===== src/rtl/cpec_decoder.sv =====
// CPEC receiver: unpacks a 40-bit group of four fields and streams the
// restored J-bit signed samples one per beat on a valid/ready interface.
module cpec_decoder #(
    parameter int unsigned J = 10
) (
    input  logic         clk,
    input  logic         rst,
    input  logic         in_valid,
    output logic         in_ready,
    input  logic [39:0]  CPEC_encoded,
    input  logic [5:0]   size_CPEC_encoded,
    input  logic [3:0]   Bits_req,
    input  logic [1:0]   ecgidx,
    input  logic [3:0]   sign_bits,
    input  logic         Group_skip_flag,
    output logic         out_valid,
    input  logic         out_ready,
    output logic [J-1:0] sample_out,
    output logic [1:0]   sample_idx,
    output logic         last,
    output logic         err
);

    localparam int unsigned W     = 40;
    localparam logic [3:0]  B_MIN = 4'd3;
    localparam logic [3:0]  B_MAX = 4'(J);

    typedef enum logic {IDLE, EMIT} state_t;

    state_t         state;
    logic [W-1:0]   word_q;
    logic [3:0]     b_q;
    logic [1:0]     ecg_q;
    logic [3:0]     signs_q;
    logic           skip_q;
    logic           group_ok_c;

    // Extract field k (0 = most significant) and restore it to a J-bit signed value.
    function automatic logic [J-1:0] decode(
        input logic [W-1:0] word,
        input logic [3:0]   b,
        input logic [1:0]   ecg,
        input logic [3:0]   signs,
        input logic         skip,
        input logic [1:0]   k
    );
        logic [5:0]   shamt;
        logic [W-1:0] mask;
        logic [W-1:0] f;
        logic [J-1:0] m;
        logic         neg;
        shamt = 6'(b) * (6'd3 - 6'(k));
        mask  = (W'(1) << b) - W'(1);
        f     = (word >> shamt) & mask;
        m     = f[J-1:0];
        neg   = signs[2'd3 - k];
        if (skip) begin
            decode = '0;
        end else if (ecg == 2'd3) begin
            if (f[6'(b) - 6'd1]) begin
                f = f | ~mask;
            end
            decode = f[J-1:0];
        end else begin
            // A negative zero collapses to 0 because m == 0 skips the negate.
            decode = (neg && (m != '0)) ? (~m + J'(1)) : m;
        end
    endfunction

    assign group_ok_c = Group_skip_flag ||
                        ((Bits_req >= B_MIN) && (Bits_req <= B_MAX) &&
                         (size_CPEC_encoded == 6'(Bits_req) * 6'd4));

    always_ff @(posedge clk or posedge rst) begin
        if (rst) begin
            state      <= IDLE;
            in_ready   <= 1'b0;
            out_valid  <= 1'b0;
            sample_out <= '0;
            sample_idx <= '0;
            last       <= 1'b0;
            err        <= 1'b0;
            word_q     <= '0;
            b_q        <= '0;
            ecg_q      <= '0;
            signs_q    <= '0;
            skip_q     <= 1'b0;
        end else begin
            case (state)
                IDLE: begin
                    err      <= 1'b0;
                    in_ready <= 1'b1;
                    if (in_valid && in_ready) begin
                        word_q  <= CPEC_encoded;
                        b_q     <= Bits_req;
                        ecg_q   <= ecgidx;
                        signs_q <= sign_bits;
                        skip_q  <= Group_skip_flag;
                        if (group_ok_c) begin
                            // First sample decoded straight from the inputs for 1-cycle latency.
                            state      <= EMIT;
                            in_ready   <= 1'b0;
                            out_valid  <= 1'b1;
                            sample_idx <= 2'd0;
                            last       <= 1'b0;
                            sample_out <= decode(CPEC_encoded, Bits_req, ecgidx,
                                                 sign_bits, Group_skip_flag, 2'd0);
                        end else begin
                            err <= 1'b1;
                        end
                    end
                end
                EMIT: begin
                    if (out_ready) begin
                        if (sample_idx == 2'd3) begin
                            state      <= IDLE;
                            in_ready   <= 1'b1;
                            out_valid  <= 1'b0;
                            last       <= 1'b0;
                            sample_idx <= 2'd0;
                            sample_out <= '0;
                        end else begin
                            sample_idx <= sample_idx + 2'd1;
                            last       <= (sample_idx == 2'd2);
                            sample_out <= decode(word_q, b_q, ecg_q, signs_q, skip_q,
                                                 sample_idx + 2'd1);
                        end
                    end
                end
            endcase
        end
    end

endmodule

===== config.mk =====
export PLATFORM = sky130hd
export DESIGN_NAME = cpec_decoder
export DESIGN_NICKNAME = d
export VERILOG_FILES = /design/src/rtl/cpec_decoder.sv
export SDC_FILE = /design/constraint.sdc
export NUM_CORES = 1
export LEC_CHECK = 0
export ABC_AREA = 1
export CAP_MARGIN = 5
export CORE_UTILIZATION = 35
export CTS_CLUSTER_SIZE = 16
export DETAILED_ROUTE_END_ITERATION = 16
export SYNTH_ARGS = -nofsm -noshare
export SYNTH_HDL_FRONTEND = slang
export SYNTH_SLANG_ARGS = --single-unit

===== constraint.sdc =====
create_clock -name clk -period 10.36 [get_ports clk]
set_input_delay 2.072 -clock clk [delete_from_list [all_inputs] [get_ports clk]]
set_output_delay 2.072 -clock clk [all_outputs]
set_load 0.1 [all_outputs]

=== Word level (Yosys, flattened, before mapping) ===
Index checks and enable logic that the tools add are counted.
W data, S select, Z words.

* Register bits: 68
* Word-level logic and storage cells: 107
* Output and inout port bits: 16

* Multipliers: 2
* Shifts and indexed selects: 4
* Order comparisons: 5
* Add/subtract/negate cells: 9
* Equality and inequality tests: 9
* Bitwise logic cells: 9
* Reductions and logical operators: 12
* Multiplexer cells: 45

{| class="wikitable"
|+ Operators by type and width
! operator !! number
|-
| $mux W10 || 12
|-
| $and A40 B40 Y40 || 2
|-
| $shl A1 B4 Y40 const A || 2
|-
| $shr A40 B6 Y40 || 2
|-
| $sub A40 B2 Y40 const B || 2
|-
| $not A10 Y10 || 4
|-
| $add A10 B1 Y10 const B || 2
|-
| $mux W1 || 20
|-
| $or A10 B10 Y10 || 2
|-
| $pmux W10 S2 || 1
|-
| $reduce_bool A10 Y1 || 2
|-
| $lt A6 B7 Y1 const B || 2
|-
| $bmux W1 S6 || 2
|-
| $sub A4 B1 Y5 const B || 2
|-
| $eq A2 B2 Y1 const B || 4
|-
| $mux W2 || 4
|-
| $pmux W1 S2 || 4
|-
| $eq A6 B6 Y1 || 1
|-
| $mul A4 B2 Y6 const B || 1
|-
| $mul A5 B3 Y6 || 1
|-
| $ne A2 B2 Y1 const B || 3
|-
| $logic_and A1 B1 Y1 || 5
|-
| $ge A4 B2 Y1 const B || 1
|-
| $le A4 B4 Y1 const B || 1
|-
| other kinds (12) || 13
|}

=== Depth between registers and ports, before layout ===
* Word-level depth: 13
* Depth in mapped cells: 32
* Depth with buffers taken out: 29

=== Worst setup path after synthesis ===
OpenSTA, ideal clock, no wires.

* Kind: input to register
* From: input port Bits_req[0]
* To: register sample_out[3]
* Arrival time: 5.085 ns
* Path slack: 5.156 ns
* Library setup time: 0.120 ns
* Buffers on the path: 5
* Stages: 29
* Cell sequence: buf_4 > inv_4 > buf_4 > clkbuf_1 > ha_1 > buf_2 > buf_2 > nand3_1 > nand2_1 > inv_1 > nand2_1 > nand2_1 > nand2_1 > a21oi_1 > a21boi_1 > inv_1 > ha_1 > inv_1 > nor2_2 > nand3b_2 > nand2_4 > nor2_8 > nand2_1 > nor2_1 > nor2_1 > nand2_1 > nand2_1 > nand2_1 > nand2_1

* Longest elaborated chain between the ends: 11
* Elaborated cells between the ends (all ways): 29
* Classes of those cells: add/sub: 3; mul: 1; order compare: 2; eq/ne: 2; shift: 2; mux: 9; bitwise: 4; reduce/logical: 6

{| class="wikitable"
|+ Ends and longest elaborated chain
! item !! RTL line !! text
|-
| from (decl) || 12 || <nowiki>input logic [3:0] Bits_req,</nowiki>
|-
| $mul A4 B2 Y6 / $shl A1 B4 Y40 (equally long branches) || 52, 53 ||
|-
| $shr A40 B6 Y40 / $sub A40 B2 Y40 (equally long branches) || 54, 53 ||
|-
| $and A40 B40 Y40 || 54 || <nowiki>f = (word >> shamt) & mask;</nowiki>
|-
| $bmux W1 S6, or another cell as far along || 60 || <nowiki>if (f[6'(b) - 6'd1]) begin</nowiki>
|-
| $mux W1 (not written as such), or another cell as far along || 60 ||
|-
| $mux W10, on equally long branches || 60, 66 ||
|-
| $mux W10 || 59 || <nowiki>end else if (ecg == 2'd3) begin</nowiki>
|-
| $mux W10 || 57 || <nowiki>if (skip) begin</nowiki>
|-
| $mux W10 || 99 || <nowiki>if (group_ok_c) begin</nowiki>
|-
| $mux W10 || 93 || <nowiki>if (in_valid && in_ready) begin</nowiki>
|-
| $pmux W10 S2 || 89 || <nowiki>case (state)</nowiki>
|-
| to (signal assigned) || 106 || <nowiki>sample_out <= decode(CPEC_encoded, Bits_req, ecgidx,</nowiki>
|-
| to (signal assigned) || 125 || <nowiki>sample_out <= decode(word_q, b_q, ecg_q, signs_q, skip_q,</nowiki>
|-
| to (decl) || 18 || <nowiki>output logic [J-1:0] sample_out,</nowiki>
|}

Parallel ways exist; a longest one is shown, timed or not. The select of a mux whose other input is x is not followed.
A chain may end at the register's enable or synchronous reset.

=== Worst setup path in the final report ===
* From: input port Bits_req[2]
* To: register sample_out[3]

The elaborated chain is that of the path after synthesis.

==> flow_summary_export.csv <==
group,metric,value,unit
run_status,status,"finished, final reports clean",
critical_path,worstSetupPathType,"input port to flip-flop",
floorplanning,die_x,171,um
synth,synth_flop_cell,"dfrtp_1",
critical_path,cpMostUsedCell,"nand2_1",
global_routing,antenna_found_initial,0,
cts,cts_tree,"done",
routing,highest_layer,"met4",
timing,drv_slew,0,
global_routing,grt_pass1_vias,10600,
routing,drt-vias-per-instance,5.49,
critical_path,crit_arrival,6.48,ns
synth,yosys_warnings,0,
synth,syn_area_per_cell,5.69,um2
timing,setup_slack,4.10,ns
floorplanning,start_util,35.8,%
routing,drt-total-wl,35100,um
global_routing,grt_use_total,24.2,%
routing,drt-pass1-iter-count,5,
critical_path,required,10.57,ns
place,pre_cts_slack,3.80,ns
job,maxCapViolations,0,
critical_path,end_kind,"flip-flop",
synth,netlist_area,10000,um2
pwr,power_density,403,nW/um2
synth,yosysSeqAreaShare,17.0,%
place,place_congestion,0.957,
routing,drtIter0Drc,1204,
cts,cts_sinks,68,
synth,netlist-cell-type-count,48,
floorplanning,coreArea,28000,um2
routing,dr_wl_met2,16000,um
synth,syn_inst,1765,
cells_and_area,final_nets,1858,
routing,wl_met1,16300,um
synth,synth_area_leaders,"nand3_1, nand2_1, dfrtp_1",
cts,cts_resized,0,
synth,yosysTopAreaCell,"nand3_1",
floorplanning,die_h,171,um
cells_and_area,num_antenna_cells,0,
cts,numCtsBuffers,9,
routing,wl_per_cell,16.3,um
synth,synth_edf_count,0,
cts,cts_setup_buffers,0,
global_routing,grt_max_degree,80,
cts,ctsRootBufferMaster,"clkbuf_16",
cts,clk_latency,0.33,ns
cts,htreeDepth,3,
timing,hold_viol,0,
timing,skew,0.00970,ns
cts,cts_hold_buf,0,
timing,setup_viol,0,
place,post-dp-hpwl,27000,um
synth,synth_top_area_share,28.2,%
cells_and_area,drive_gt1_share,6.44,%
place,portBuffers,76,
timing,max_freq,0.160,GHz
floorplanning,die_area,29400,um2
cells_and_area,syn2layout_area_growth,11.3,%
cts,clk_path_buf_depth,2,
critical_path,start_kind,"input port",
synth,async_reset_ff_share,100,%
routing,drcViolationCount,0,
synth,synth-seq-cells,68,
synth,netlist_top_cells_count,"nand3_1, nand2_1, nor2_1, inv_1, dfrtp_1",
routing,route.met3.wl,1770,um
global_routing,grt_pass1_wl,56300,um
pwr,peakVddDrop,0.171,mV
global_routing,grt_overflow,0,
timing,rsz0062_at_grt,"no",
cts,cts.clk_slew.worst_paths,0.06,ns
timing,relSlewSlack,31.2,%
critical_path,path_max_fanout,42,
pwr,leakage,5.69,nW
min_path,hold_path_class,"flip-flop to flip-flop",
synth,synth.most_common_cell,"nand3_1",
timing,period_needed,6.26,ns
critical_path,slowest_stage,"clkdlybuf4s50_1",
timing,finalCritPeriodShare,60.4,%
floorplanning,io_pins,77,
synth,synth_fp_nets,1857,
routing,vias,11800,
timing,finalSetupTns,0,ns
timing,max_slew.worst_pin.slew,1.03,ns
floorplanning,num_rows,61,
routing,ant_nets,0,
critical_path,cpPeakStageDelay,0.80,ns
==> sequential cells by signal, indices dropped and copies added, names as in the netlist <==
signal / count
out_valid: 1
skip_q: 1
signs_q: 4
err: 1
ecg_q: 2
last: 1
state: 1
sample_idx: 2
sample_out: 10
b_q: 4
in_ready: 1
word_q: 40
==> per-layer routing <==
metal | vias to the layer above | track usage [%]
met1 | 5436 | 34.1
met2 | 399 | 39.2
met4 | 0 | 8.07
li1 | 5891 | -
met5 | - | 0
met3 | 56 | 1.54
==> worst max-delay path: cells and delay by family <==
family                     cells  cell delay (ns)
and+or+nand+nor               15             1.26
buffers and inverters          6             2.03
AOI/OAI and AO/OA              2             0.37
adders and majority gates      2             0.71
==> report_power, final <==
part / internal (mW) / switching, mW
Combinational: 1.12 / 2.50
Sequential: 0.391 / 0.124
Clock: 0.259 / 0.117
==> layout make-up <==
type                    instances  area [um2]
clock buffers                   9         225
clock inverters                 6         138
fillers                      3127       16800
inverters                     133         504
multi-input cells            1467        7290
flip-flops and latches         68        1700
well taps                     378         473
repair buffers                 87         838
==> cell usage in the layout (no fill, tap or decap), types with 10 or more instances in the layout <==
cell,synthesis,routed
ha_1,29,29
nand3_1,566,565
a21oi_1,53,53
inv_2,15,16
buf_4,14,11
nand2_1,524,524
dfrtp_1,68,68
nand4_1,17,17
nor2_1,131,131
xor2_1,11,10
nand3_2,10,10
o21ai_0,24,24
mux2_2,25,25
clkdlybuf4s50_1,0,75
inv_1,115,114
==> logic make-up after synthesis <==
| logic type | synth area share, % |
|---|---|
| buf+inv | 10.6 |
| mux | 2.80 |
| xor+xnor | 1.82 |
| compound gates | 5.66 |
| simple gates | 58.1 |
| flops | 17.0 |
| fa+ha+maj | 4.01 |
==> per-stage QoR <==
stage	cell area (um2)	hold WS [ns]	total power, mW	util (%)	cells
3_5_place_dp	10800	0.468	4.08	38.6	2133
6_report	11200	0.483	4.51	39.9	2148
2_1_floorplan	10000	0.453	3.27	-	1765
3_3_place_gp	10800	0.466	4.06	38.6	2133
4_1_cts	11200	0.484	4.47	39.9	2148
5_1_grt	11200	0.498	4.97	39.9	2148
==> final timing paths <==
path | startpoint | to | slack [ns] | depth (start not counted)
worst min register to register | sample_out[2]$_DFFE_PP0P_ | sample_out[2]$_DFFE_PP0P_ | 0.48 | 2
worst max register to register | sample_idx[0]$_DFFE_PP0P_ | sample_out[9]$_DFFE_PP0P_ | 4.46 | 26
min in group asynchronous | rst | signs_q[1]$_DFFE_PP0P_ | 2.31 | 3
worst min-delay path | sample_out[2]$_DFFE_PP0P_ | sample_out[2]$_DFFE_PP0P_ | 0.48 | 2
worst max-delay path | Bits_req[2] | sample_out[3]$_DFFE_PP0P_ | 4.10 | 25
max in group asynchronous | rst | word_q[0]$_DFFE_PP0P_ | 7.44 | 3
No activity file was read; power rests on OpenSTA's default activity.
